File: config.mk
export PLATFORM = sky130hd
export DESIGN_NAME = instr_encoder
export DESIGN_NICKNAME = d
export VERILOG_FILES = /design/src/rtl/instr_enc_pkg.sv /design/src/rtl/instr_pack.sv /design/src/rtl/instr_encoder.sv
export SDC_FILE = /design/constraint.sdc
export NUM_CORES = 1
export LEC_CHECK = 0
export ABC_AREA = 1
export BUFFER_PORTS_ARGS = -buffer_cell sky130_fd_sc_hd__buf_2
export CAP_MARGIN = 20
export CELL_PAD_IN_SITES_DETAIL_PLACEMENT = 1
export CELL_PAD_IN_SITES_GLOBAL_PLACEMENT = 1
export CORE_ASPECT_RATIO = 0.7
export CORE_MARGIN = 2
export CORE_UTILIZATION = 34
export CTS_CLUSTER_SIZE = 14
export DETAILED_ROUTE_END_ITERATION = 10
export GPL_ROUTABILITY_DRIVEN = 0
export PLACE_DENSITY_LB_ADDON = 0.1
export SETUP_SLACK_MARGIN = 0.1
export SLEW_MARGIN = 20
export SYNTH_ARGS = -nofsm -noshare
export SYNTH_HDL_FRONTEND = slang
export SYNTH_SLANG_ARGS = --single-unit
File: constraint.sdc
create_clock -name Clk -period 1.53 [get_ports Clk]
set_input_delay 0 -clock Clk [delete_from_list [all_inputs] [get_ports Clk]]
set_output_delay 0 -clock Clk [all_outputs]
set_load 0.03 [all_outputs]
File: src/rtl/instr_enc_pkg.sv
// Shared definitions for the instruction encoder: symbolic op codes,
// MIPS32 opcode/funct/sa constants, FSM states and word-format helpers.
package instr_enc_pkg;

    typedef enum logic [4:0] {
        OP_RTYPE = 5'd0,
        OP_MUL,
        OP_SEB,
        OP_SEH,
        OP_ANDI,
        OP_ORI,
        OP_XORI,
        OP_ADDI,
        OP_ADDIU,
        OP_SLTI,
        OP_SLTIU,
        OP_LUI,
        OP_LW,
        OP_LB,
        OP_LH,
        OP_SW,
        OP_SB,
        OP_SH,
        OP_BGTZ,
        OP_BLEZ,
        OP_BLTZ,
        OP_BGEZ,
        OP_BEQ,
        OP_BNE,
        OP_J,
        OP_JAL = 5'd25
    } instr_op_t;

    typedef enum logic [1:0] {
        ST_IDLE,
        ST_LOAD,
        ST_DONE
    } enc_state_t;

    // Primary 6-bit opcodes
    localparam logic [5:0] OPC_SPECIAL  = 6'b000000;
    localparam logic [5:0] OPC_REGIMM   = 6'b000001;
    localparam logic [5:0] OPC_J        = 6'b000010;
    localparam logic [5:0] OPC_JAL      = 6'b000011;
    localparam logic [5:0] OPC_BEQ      = 6'b000100;
    localparam logic [5:0] OPC_BNE      = 6'b000101;
    localparam logic [5:0] OPC_BLEZ     = 6'b000110;
    localparam logic [5:0] OPC_BGTZ     = 6'b000111;
    localparam logic [5:0] OPC_ADDI     = 6'b001000;
    localparam logic [5:0] OPC_ADDIU    = 6'b001001;
    localparam logic [5:0] OPC_SLTI     = 6'b001010;
    localparam logic [5:0] OPC_SLTIU    = 6'b001011;
    localparam logic [5:0] OPC_ANDI     = 6'b001100;
    localparam logic [5:0] OPC_ORI      = 6'b001101;
    localparam logic [5:0] OPC_XORI     = 6'b001110;
    localparam logic [5:0] OPC_LUI      = 6'b001111;
    localparam logic [5:0] OPC_SPECIAL2 = 6'b011100;
    localparam logic [5:0] OPC_SPECIAL3 = 6'b011111;
    localparam logic [5:0] OPC_LB       = 6'b100000;
    localparam logic [5:0] OPC_LH       = 6'b100001;
    localparam logic [5:0] OPC_LW       = 6'b100011;
    localparam logic [5:0] OPC_SB       = 6'b101000;
    localparam logic [5:0] OPC_SH       = 6'b101001;
    localparam logic [5:0] OPC_SW       = 6'b101011;

    // Secondary fields
    localparam logic [5:0] FN_MUL    = 6'b000010;
    localparam logic [5:0] FN_BSHFL  = 6'b100000;
    localparam logic [4:0] SA_SEB    = 5'b10000;
    localparam logic [4:0] SA_SEH    = 5'b11000;
    localparam logic [4:0] RT_BLTZ   = 5'b00000;
    localparam logic [4:0] RT_BGEZ   = 5'b00001;

    function automatic logic [31:0] enc_r(input logic [5:0] opc, input logic [4:0] rs,
                                          input logic [4:0] rt, input logic [4:0] rd,
                                          input logic [4:0] sa, input logic [5:0] fn);
        return {opc, rs, rt, rd, sa, fn};
    endfunction

    function automatic logic [31:0] enc_i(input logic [5:0] opc, input logic [4:0] rs,
                                          input logic [4:0] rt, input logic [15:0] imm);
        return {opc, rs, rt, imm};
    endfunction

    function automatic logic [31:0] enc_j(input logic [5:0] opc, input logic [25:0] tgt);
        return {opc, tgt};
    endfunction

endpackage

File: src/rtl/instr_pack.sv
// Combinational descriptor-to-word packer. Fields not used by an op are
// forced to zero; undefined op codes report Legal=0 with a zero word.
module instr_pack
    import instr_enc_pkg::*;
(
    input  logic [4:0]  op,
    input  logic [4:0]  rs,
    input  logic [4:0]  rt,
    input  logic [4:0]  rd,
    input  logic [4:0]  shamt,
    input  logic [5:0]  funct,
    input  logic [15:0] imm16,
    input  logic [25:0] target,
    output logic [31:0] word,
    output logic        legal
);

    // Select the instruction format and constant fields for each op
    always_comb begin
        word  = '0;
        legal = 1'b1;
        case (op)
            OP_RTYPE: word = enc_r(OPC_SPECIAL,  rs,    rt, rd, shamt,  funct);
            OP_MUL:   word = enc_r(OPC_SPECIAL2, rs,    rt, rd, 5'd0,   FN_MUL);
            OP_SEB:   word = enc_r(OPC_SPECIAL3, 5'd0,  rt, rd, SA_SEB, FN_BSHFL);
            OP_SEH:   word = enc_r(OPC_SPECIAL3, 5'd0,  rt, rd, SA_SEH, FN_BSHFL);
            OP_ANDI:  word = enc_i(OPC_ANDI,  rs, rt, imm16);
            OP_ORI:   word = enc_i(OPC_ORI,   rs, rt, imm16);
            OP_XORI:  word = enc_i(OPC_XORI,  rs, rt, imm16);
            OP_ADDI:  word = enc_i(OPC_ADDI,  rs, rt, imm16);
            OP_ADDIU: word = enc_i(OPC_ADDIU, rs, rt, imm16);
            OP_SLTI:  word = enc_i(OPC_SLTI,  rs, rt, imm16);
            OP_SLTIU: word = enc_i(OPC_SLTIU, rs, rt, imm16);
            OP_LUI:   word = enc_i(OPC_LUI,   5'd0, rt, imm16);
            OP_LW:    word = enc_i(OPC_LW,    rs, rt, imm16);
            OP_LB:    word = enc_i(OPC_LB,    rs, rt, imm16);
            OP_LH:    word = enc_i(OPC_LH,    rs, rt, imm16);
            OP_SW:    word = enc_i(OPC_SW,    rs, rt, imm16);
            OP_SB:    word = enc_i(OPC_SB,    rs, rt, imm16);
            OP_SH:    word = enc_i(OPC_SH,    rs, rt, imm16);
            OP_BGTZ:  word = enc_i(OPC_BGTZ,  rs, 5'd0, imm16);
            OP_BLEZ:  word = enc_i(OPC_BLEZ,  rs, 5'd0, imm16);
            OP_BLTZ:  word = enc_i(OPC_REGIMM, rs, RT_BLTZ, imm16);
            OP_BGEZ:  word = enc_i(OPC_REGIMM, rs, RT_BGEZ, imm16);
            OP_BEQ:   word = enc_i(OPC_BEQ,   rs, rt, imm16);
            OP_BNE:   word = enc_i(OPC_BNE,   rs, rt, imm16);
            OP_J:     word = enc_j(OPC_J,   target);
            OP_JAL:   word = enc_j(OPC_JAL, target);
            default:  legal = 1'b0;
        endcase
    end

endmodule

File: src/rtl/instr_encoder.sv
// Instruction encoder: accepts descriptors over valid/ready during a load
// session and writes packed words to consecutive instruction-memory
// addresses through a one-cycle registered write stage.
module instr_encoder
    import instr_enc_pkg::*;
#(
    parameter int unsigned ADDR_W = 8,
    parameter int unsigned DEPTH  = 256
) (
    input  logic              Clk,
    input  logic              Rst_n,
    input  logic              Start,
    input  logic [ADDR_W-1:0] BaseAddr,
    input  logic              InValid,
    output logic              InReady,
    input  logic [4:0]        Op,
    input  logic [4:0]        Rs,
    input  logic [4:0]        Rt,
    input  logic [4:0]        Rd,
    input  logic [4:0]        Shamt,
    input  logic [5:0]        Funct,
    input  logic [15:0]       Imm16,
    input  logic [25:0]       Target,
    input  logic              Last,
    output logic              IMWrEn,
    output logic [ADDR_W-1:0] IMWrAddr,
    output logic [31:0]       IMWrData,
    output logic              Busy,
    output logic              Done,
    output logic [ADDR_W:0]   Count,
    output logic              IllegalOp,
    output logic              Overflow
);

    enc_state_t        state;
    logic [ADDR_W-1:0] wrptr;
    logic [31:0]       word;
    logic              legal;
    logic              accept;
    logic              at_end;

    instr_pack u_pack (
        .op     (Op),
        .rs     (Rs),
        .rt     (Rt),
        .rd     (Rd),
        .shamt  (Shamt),
        .funct  (Funct),
        .imm16  (Imm16),
        .target (Target),
        .word   (word),
        .legal  (legal)
    );

    assign accept = InValid && (state == ST_LOAD);
    assign at_end = (wrptr == ADDR_W'(DEPTH - 1));

    // Status outputs decode directly from the state register
    assign InReady = (state == ST_LOAD);
    assign Busy    = (state != ST_IDLE);
    assign Done    = (state == ST_DONE);

    // Session FSM, write pointer, counters and the write-stage register
    always_ff @(posedge Clk or negedge Rst_n) begin
        if (!Rst_n) begin
            state     <= ST_IDLE;
            wrptr     <= '0;
            Count     <= '0;
            IllegalOp <= 1'b0;
            Overflow  <= 1'b0;
            IMWrEn    <= 1'b0;
            IMWrAddr  <= '0;
            IMWrData  <= '0;
        end else begin
            IMWrEn <= 1'b0;
            case (state)
                ST_IDLE: begin
                    if (Start) begin
                        state     <= ST_LOAD;
                        wrptr     <= BaseAddr;
                        Count     <= '0;
                        IllegalOp <= 1'b0;
                        Overflow  <= 1'b0;
                    end
                end
                ST_LOAD: begin
                    if (accept) begin
                        if (legal) begin
                            IMWrEn   <= 1'b1;
                            IMWrAddr <= wrptr;
                            IMWrData <= word;
                            Count    <= Count + (ADDR_W + 1)'(1);
                            // Pointer holds at the last address so it never wraps
                            if (at_end) begin
                                state    <= ST_DONE;
                                Overflow <= ~Last;
                            end else begin
                                wrptr <= wrptr + ADDR_W'(1);
                                if (Last) state <= ST_DONE;
                            end
                        end else begin
                            IllegalOp <= 1'b1;
                            if (Last) state <= ST_DONE;
                        end
                    end
                end
                ST_DONE: state <= ST_IDLE;
                default: state <= ST_IDLE;
            endcase
        end
    end

endmodule

==> flow_summary.ini, run 1 <==
[finish]
syn2layout_area_growth_pct = 73.2
fin_util = 0.610
most-common-layout-cells = buf_2 (139), nand2_1 (120), dfrtp_1 (62), dlygate4sd3_1 (56), nor2_1 (39)
antenna_cells = 0
final_area_um2 = 5980
fin_nets = 782
drive_gt1_frac = 0.401
finalNonFillerCells = 827
mostFrequentLayoutCell = buf_2

[detailed_routing]
wl_mm = 15.5
via_per_inst = 5.10
drc_errors = 0
first_iter_violations = 152
avgRoutedWirePerCell_um = 18.7
ant_nets = 0
routed-wl-met2_mm = 7.54
drt-met1-wl_mm = 6.68
topRoutingLayerUsed = met4
dr_wl_met3_um = 931
vias = 4217
dr.pass1.iters = 4

[global_route]
grtUsageTotal = 0.256
grt_pass1_wl_mm = 22.2
grt-ovfl-total = 0
grt_pass1_vias = 4418
antenna_found_initial = 0
grt_max_degree = 63

[status]
violations = setup timing
status = finished, violations left

[timing]
hold_viol_final = 0
holdWs_ns = 0.00327
setup_tns_ns = -0.0851
maxSlewViolCount = 0
rsz0062_at_grt = true
skew_ns = 0.00394
relSlewSlack = 0.704
tightest_slew_ns = 0.443
period_needed_ns = 1.58
setup_viol = 3
max_freq_ghz = 0.635
fin_crit_sh = 1.03
fin_ws_ns = -0.0452

[floorplan]
die_w_um = 124
die_area_um2 = 11000
fp.dieH_um = 88.3
start_util = 0.352
core_um2 = 9800
top_level_ports = 141
rows = 30

[yosys]
syn_nets = 548
ys.flop_type = dfrtp_1
async_reset_ff_frac = 1.00
synth_area_um2 = 3450
synth_warnings = 0
synth-seq-cells = 62
ys_seq_area_frac = 0.449
yosysUniqueCellTypes = 37
synth_edf_count = 0
syn_inst = 460
synth.avg_cell_area_um2 = 7.51

[critical_path]
critPathLaunchType = register
end_kind = register
arrival_ns = 1.81
worstPathMaxFanout = 5
worst-setup-path-type = reg2reg
required_ns = 1.76

[cts]
cts_buffers = 9
clk_latency_ns = 0.33
cts_tree = built
clk_pin_slew_worst_paths_ns = 0.06
cts.sinks = 62
root_buffer = clkbuf_16
htreeDepth = 3
cts_buffer_depth = 2

[power]
pwr-share-comb = 0.484
powerDensity_nw_per_um2 = 1620
p_sw_mw = 4.13
p_clk_frac = 0.238
sequentialPowerShare = 0.279
swShare = 0.427
p_total_mw = 9.69
peakVddDrop_v = 0.000788
internal_power_mw = 5.56
leakage_nw = 2.90

[placed_design]
place_ws_ns = 0.0166
hpwl_mm = 9.03
dpl.cell_count = 739
place_area_um2 = 4470
portBuffers = 140

[hold_path]
worstHoldPathType = in2reg

[job]
drv_cap = 0
## repair_timing
action                                  in CTS  in global routing
buffers inserted                             2                 10
endpoints found under the setup margin      31                 57
gates resized for setup                     24                 87
gates cloned                                 0                  4
pin swaps                                    8                 19
endpoints found under the hold margin       89                  0
hold buffers                                56                  0
## per-layer routing
layer,global-route usage,vias up
met1,0.328,2037
met4,0.0644,0
met2,0.439,157
li1,-,1995
met5,0,-
met3,0.0701,28
## critical path, cell delays in order, from the launching register on
cell and delay [ns]:
dfrtp_1 0.42, nor2_4 0.16, nand2_2 0.10, nor2_4 0.22, buf_12 0.16, clkbuf_16 0.16, nor2_4 0.04, a41oi_2 0.22
## kinds of logic after synthesis
family | synth area share
flops | 0.449
compound gates | 0.168
simple gates | 0.289
xor+xnor | 0.00507
buf+inv | 0.0804
fa+ha+maj | 0.00725
## final cells by class
cell class / instances / area, um^2
Fill cell: 1172 / 3820
Multi-Input combinational cell: 337 / 1960
Timing Repair Buffer: 241 / 1790
Sequential cell: 62 / 1550
Clock buffer: 13 / 270
Inverter: 43 / 178
Tap cell: 128 / 160
Clock inverter: 3 / 65.1
## power groups by stage
stage / clock (mW) / sequential (mW) / combinational, mW
after floorplan: 0 / 3.62 / 1.28
after global placement: 0 / 2.61 / 3.61
after detailed placement: 0 / 2.64 / 3.69
after CTS: 2.33 / 2.64 / 3.93
after global routing: 2.42 / 2.78 / 5.03
final: 2.30 / 2.70 / 4.69
## flip-flops by register name, summed over array words and instances, names as in the netlist
signal	cells
IllegalOp	1
Count	9
Overflow	1
IMWrEn	1
IMWrAddr	8
state	2
IMWrData	32
wrptr	8
## worst paths after layout
path	startpoint	end	slack, ns	cells after the start
min in group asynchronous	Rst_n	IMWrData[29]	0.27	3
hold reg to reg	IMWrAddr[6]	IMWrAddr[6]	0.48	2
max in group asynchronous	Rst_n	IMWrData[26]	0.98	3
hold / removal	Imm16[10]	IMWrData[10]	0.003	5
setup / recovery	state[1]	IMWrData[15]	-0.05	7
setup reg to reg	state[1]	IMWrData[15]	-0.05	7
## cells in the mapped netlist (all sizes together), types with 2 or more instances
master,number,share of area
nand4,4,0.0072
nor3,8,0.012
o211ai,2,0.0043
o21ai,39,0.058
inv,42,0.046
nand3,33,0.049
a21oi,28,0.044
a31oi,11,0.020
o31ai,2,0.0043
or2,2,0.0036
o22ai,3,0.0054
a22oi,4,0.0087
ha,2,0.0072
buf,18,0.034
nand2,127,0.14
dfrtp,62,0.45
nor2,60,0.078
a41oi,5,0.013
No activity file was read; power rests on OpenSTA's default activity.
==> run 2: changes to the inputs <==
--- a/config.mk
+++ b/config.mk
@@ -12,11 +12,12 @@
 export CELL_PAD_IN_SITES_GLOBAL_PLACEMENT = 1
 export CORE_ASPECT_RATIO = 0.7
 export CORE_MARGIN = 2
-export CORE_UTILIZATION = 34
+export CORE_UTILIZATION = 30
 export CTS_CLUSTER_SIZE = 14
 export DETAILED_ROUTE_END_ITERATION = 10
 export GPL_ROUTABILITY_DRIVEN = 0
 export PLACE_DENSITY_LB_ADDON = 0.1
+export RECOVER_POWER = 100
 export SETUP_SLACK_MARGIN = 0.1
 export SLEW_MARGIN = 20
 export SYNTH_ARGS = -nofsm -noshare
==> constraint.sdc (replaced) <==
create_clock -name Clk -period 1.4 [get_ports Clk]
set_input_delay 0 -clock Clk [delete_from_list [all_inputs] [get_ports Clk]]
set_output_delay 0 -clock Clk [all_outputs]
set_load 0.03 [all_outputs]
==> run 2 against run 1 <==
Compared with the run above:
- critical endpoint is now IMWrData[9]
- critical path type unchanged
- the flow still finishes with violations (setup timing)
- maximum frequency rose by 8.0%
- combinational power barely moved
- flip-flop and latch count did not move
- sequential share of layout area rose by 0.81 points
==> flow_summary.ini, run 2 (same netlist as run 1, synthesis figures left out) <==
[global_route]
grt-ovfl-total = 0
antenna_found_initial = 0
grt_max_degree = 63
grt_pass1_wl_mm = 22.6
grt_pass1_vias = 4442
grtUsageTotal = 0.227

[timing]
fin_crit_sh = 1.04
skew_ns = 0.00504
max_freq_ghz = 0.686
maxSlewViolCount = 0
setup_viol = 33
relSlewSlack = 0.404
fin_ws_ns = -0.0586
rsz0062_at_grt = true
period_needed_ns = 1.46
tightest_slew_ns = 0.894
hold_viol_final = 0

[detailed_routing]
ant_nets = 0
dr.pass1.iters = 4
vias = 4148
avgRoutedWirePerCell_um = 16.7
via_per_inst = 4.82
wl_mm = 14.4
first_iter_violations = 160
drc_errors = 0

[status]
violations = setup timing
status = finished, violations left

[power]
powerDensity_nw_per_um2 = 1660
pwr-share-comb = 0.486
leakage_nw = 2.72
p_clk_frac = 0.209
sequentialPowerShare = 0.305
internal_power_mw = 5.40
peakVddDrop_v = 0.000877
swShare = 0.441
p_total_mw = 9.66
p_sw_mw = 4.26

[finish]
largest_register_ffs = 32
drive_gt1_frac = 0.316
antenna_cells = 0
reg_top3 = IMWrData: 32 flops, Count: 9 flops
finalNonFillerCells = 861
fin_util = 0.523
syn2layout_area_growth_pct = 68.5
mostFrequentLayoutCell = nand2_1
regMostFlops = IMWrData
most-common-layout-cells = nand2_1 (114), buf_2 (85), dlygate4sd3_1 (59), dfrtp_1 (58), clkbuf_1 (53)
fin_nets = 791

[cts]
cts_buffer_depth = 2
clk_latency_ns = 0.33
cts.sinks = 62
cts_buffers = 9
cts_tree = built
htreeDepth = 3
root_buffer = clkbuf_16
clk_pin_slew_worst_paths_ns = 0.05

[floorplan]
top_level_ports = 141
rows = 32
core_um2 = 11100
start_util = 0.310
die_w_um = 132
fp.dieH_um = 93.8
die_area_um2 = 12400

[placed_design]
dpl.cell_count = 771
hpwl_mm = 9.47
portBuffers = 140

[critical_path]
worstPathMaxFanout = 8
rrSetupSlack_ns = -0.06
required_ns = 1.62
worst-setup-path-type = reg2reg
end_kind = register
critPathLaunchType = register
arrival_ns = 1.67

[job]
drv_cap = 0

[hold_path]
worstHoldPathType = in2reg
[run 2: changes by cell type in the layout (fill, tap and decap cells not counted), sizes merged]
| cell | before | now |
|---|---|---|
| clkbuf | 16 | 68 |
| dlygate4sd3 | 56 | 59 |
| clkinv | 2 | 6 |
| buf | 182 | 134 |
| bufinv | 2 | 0 |
[run 2: power groups by stage]
stage	combinational [mW]	sequential, mW	clock, mW
final	4.69	2.95	2.02
after detailed placement	4.15	2.93	0
after global placement	4.06	2.90	0
after global routing	5.08	3.02	2.16
after floorplan	1.45	3.99	0
after CTS	4.55	2.92	2.08
[run 2: worst max-delay path, cell delays in order (launching register included)]
cell     delay [ns]
dfrtp_2        0.44
nor2_4         0.16
nand2_2        0.09
nor2_4         0.16
buf_4          0.15
buf_12         0.12
nand3_2        0.07
o22a_1         0.15
[run 2: layer usage]
metal / part of all wire / track usage / up-vias
met5: 0 / 0 / -
met4: 0.0060 / 0.0511 / 0
met3: 0.049 / 0.0572 / 8
met2: 0.47 / 0.377 / 112
met1: 0.48 / 0.302 / 2012
li1: - / - / 2016
[run 2: layout make-up]
type / instances / area, um^2
fillers: 1375 / 5310
multi-input cells: 337 / 1830
repair buffers: 250 / 1800
flip-flops and latches: 62 / 1560
clock buffers: 11 / 243
well taps: 153 / 191
inverters: 43 / 168
clock inverters: 5 / 25.0
[run 2: metrics by stage]
step | hold WS, ns | setup TNS [ns] | setup slack, ns | instance area [um^2]
detailed placement | 0.0481 | -3.42 | -0.167 | 4620
global route | 0.0223 | -4.91 | -0.161 | 5820
CTS | 0.00105 | -0.153 | -0.0342 | 5660
finish | 0.00192 | -0.864 | -0.0586 | 5820
global placement | 0.0544 | -0.533 | -0.0506 | 4620
floorplan | -0.296 | 0 | 0.0466 | 3510
[run 2: path summary, 6_finish.rpt]
kind	to	depth (start not counted)	from
min in group asynchronous	wrptr[5]	3	Rst_n
max	IMWrData[9]	7	state[1]
max reg2reg	IMWrData[9]	7	state[1]
min	IMWrData[17]	3	Rt[1]
min reg2reg	IMWrData[18]	2	IMWrData[18]
max in group asynchronous	Count[1]	3	Rst_n
[run 2: what timing repair did]
action	CTS	global route
gates cloned	0	4
setup buffers	6	5
hold endpoints to repair	89	1
setup endpoints to repair	62	64
pin swaps	9	5
hold buffers	57	2
resized for setup	44	36
==> run 3: changes to the inputs <==
--- a/config.mk
+++ b/config.mk
@@ -12,7 +12,7 @@
 export CELL_PAD_IN_SITES_GLOBAL_PLACEMENT = 1
 export CORE_ASPECT_RATIO = 0.7
 export CORE_MARGIN = 2
-export CORE_UTILIZATION = 30
+export CORE_UTILIZATION = 31
 export CTS_CLUSTER_SIZE = 14
 export DETAILED_ROUTE_END_ITERATION = 10
 export GPL_ROUTABILITY_DRIVEN = 0
@@ -22,4 +22,5 @@
 export SLEW_MARGIN = 20
 export SYNTH_ARGS = -nofsm -noshare
 export SYNTH_HDL_FRONTEND = slang
+export SYNTH_HIERARCHICAL = 1
 export SYNTH_SLANG_ARGS = --single-unit
==> run 3 against run 2 <==
Compared with the run above:
- the flow finishes with violations (hold timing)
- worst setup slack improved by 0.11 ns
- cell count rose by 11%
- synthesized cell count rose by 25%
- maximum frequency rose by 8.1%
- largest cell class unchanged
==> flow_summary.ini, run 3 <==
[critical_path]
cp_num_cells = 9
crit_buf_inv = 1
worst-setup-path-type = reg2reg
r2r-start = wrptr[1]
crit_family = simple AND/OR/NAND/NOR gates
r2r-end = wrptr[7]
required_ns = 1.63
crit_path_cell_trace = ha_4, nand2_4, nor2_4, nand3_2, nand2_4, buf_8, nor2_4, nand2_1, nand2_1
slowest_delay_ns = 0.40
cpMaxStageDelayCell = dfrtp_1
worstPathMaxFanout = 7
critPathLaunchType = register
rrSetupSlack_ns = 0.05
reg2reg_depth = 9
crit_start = wrptr[1]
arrival_ns = 1.58
end_kind = register

[finish]
finalNonFillerCells = 952
syn2layout_area_growth_pct = 51.3
mostFrequentLayoutCell = nand2_1
antenna_cells = 0
multi_input_area_um2 = 2240
fin_nets = 873
most-common-layout-cells = nand2_1 (247), buf_2 (85), dfrtp_1 (59), clkbuf_1 (53), buf_4 (39)
regMostFlops = IMWrData
fill_cells = 1620
largest_register_ffs = 32
drive_gt1_frac = 0.303
regArea_um2 = 1560
reg_top3 = IMWrData: 32 flops, Count: 9 flops

[global_route]
grt_pass1_wl_mm = 24.4
grt_pass1_vias = 4792
antenna_found_initial = 0
grt_max_degree = 63
grtUsageTotal = 0.234
grt-ovfl-total = 0

[job]
drv_cap = 0

[floorplan]
fp.dieH_um = 97.6
start_util = 0.315
core_um2 = 12300
top_level_ports = 141
die_area_um2 = 13400
die_w_um = 138
rows = 34

[timing]
rsz0062_at_grt = true
setup_viol = 0
max_freq_ghz = 0.741
fin_crit_sh = 0.964
maxSlewViolCount = 0
period_needed_ns = 1.35
holdWs_ns = -0.00615
hold_viol_final = 1
skew_ns = 0.00949
relSlewSlack = 0.401
tightest_slew_ns = 0.898
setup_tns_ns = 0

[yosys]
synth_top_area_share = 0.400
async_reset_ff_frac = 1.00
synthTopCellsByCount = nand2_1 (275), dfrtp_1 (62), nor2_1 (37)
synthTopCellsByArea = dfrtp_1 (40%), nand2_1 (27%), nand3_1 (3.7%), nor2_1 (3.6%), inv_1 (3.5%)
synth.avg_cell_area_um2 = 6.77
yosys.area.top_type = dfrtp_1
synth_area_um2 = 3880
syn_inst = 573
synth.most_common_cell = nand2_1
synth-seq-cells = 62
synth_edf_count = 0
yosysUniqueCellTypes = 31
ys_seq_area_frac = 0.400
syn_nets = 661
synth_warnings = 6
ys.flop_type = dfrtp_1

[detailed_routing]
via_per_inst = 4.82
dr.pass1.iters = 4
vias = 4590
drc_errors = 0
first_iter_violations = 244
avgRoutedWirePerCell_um = 16.1
ant_nets = 0
wl_mm = 15.3

[placed_design]
dpl.cell_count = 901
hpwl_mm = 11.1
portBuffers = 140

[cts]
clk_pin_slew_worst_paths_ns = 0.06
cts_buffer_depth = 2
cts.sinks = 62
clk_latency_ns = 0.34
cts_buffers = 9
htreeDepth = 3
root_buffer = clkbuf_16
cts_tree = built

[hold_path]
hold_start = Rs[3]
holdPathEnd = IMWrData[24]
worstHoldPathType = in2reg
holdPathStages = 5

[power]
leakage_nw = 3.14
peakVddDrop_v = 0.000904
powerDensity_nw_per_um2 = 1630

[status]
violations = hold timing
status = finished, violations left
-- run 3: changes by cell type in the layout (fill, tap and decap cells not counted), sizes merged, moves of 3 or more --
cell	change
nand2	+156
a21oi	-17
nand4	+13
inv	+3
nor3	-6
a41oi	-5
dlygate4sd3	-30
a31oi	-10
nor2	-6
o21ai	-7
o22ai	-3
o21bai	+4
-- run 3: kinds of logic (layout without fill, tap and decap cells) --
logic type | count (synthesis) | count (layout) | share of synthesized area
AND/OR/NAND/NOR | 389 | 389 | 0.429
AO/OA/AOI/OAI | 56 | 56 | 0.0864
flip-flops | 62 | 62 | 0.400
adder cells (fa/ha/maj) | 2 | 2 | 0.00645
buffers and inverters | 64 | 281 | 0.0784
-- run 3: layout make-up --
cell class / instances / area share
multi-input cells: 447 / 0.382
flip-flops and latches: 62 / 0.265
repair buffers: 220 / 0.242
clock buffers: 11 / 0.0414
well taps: 162 / 0.0345
inverters: 45 / 0.0294
clock inverters: 5 / 0.00597
-- run 3: worst max-delay path by stage --
stage / slack, ns / to
3_3_place_gp: -0.02 / Count[0]
2_1_floorplan: 0.11 / wrptr[5]
5_1_grt: -0.02 / wrptr[7]
6_report: 0.05 / wrptr[7]
3_5_place_dp: -0.03 / IMWrData[31]
4_1_cts: 0.06 / wrptr[5]
-- run 3: layer usage --
metal,share of wire,global-route usage,vias up
li1,-,-,2238
met1,0.48,0.334,2170
met2,0.43,0.355,162
met3,0.080,0.0553,20
met4,0.016,0.0589,0
met5,0,0,-
-- run 3: tightest hold or removal path: stages --
cell and delay, ns:
buf_2 0.09, nand2_1 0.05, nand2_1 0.05, nand2_1 0.05
nand2_1 0.06
-- run 3: power breakdown --
group	internal, mW	switching [mW]
registers	2.45	0.486
clock network	1.25	0.867
logic	1.44	3.06
total	5.14	4.42
-- run 3: through the flow --
step / hold WS (ns) / total power, mW / area, um^2 / worst slack [ns] / util
after global placement: 0.0442 / 7.03 / 5040 / -0.0205 / 0.409
final: -0.00615 / 9.55 / 5870 / 0.0510 / 0.476
after floorplan: -0.296 / 5.50 / 3880 / 0.105 / -
after global routing: 0.0182 / 10.2 / 5870 / -0.0200 / 0.476
after detailed placement: 0.0483 / 7.12 / 5040 / -0.0307 / 0.409
after CTS: 0.00000525 / 9.43 / 5650 / 0.0559 / 0.458
-- run 3: timing repair --
action	4_1_cts	5_1_grt
gates resized for setup	9	71
endpoints found under the setup margin	39	53
setup buffers	2	3
gates cloned	0	1
endpoints found under the hold margin	81	0
hold buffers	29	0
pin swaps	1	17
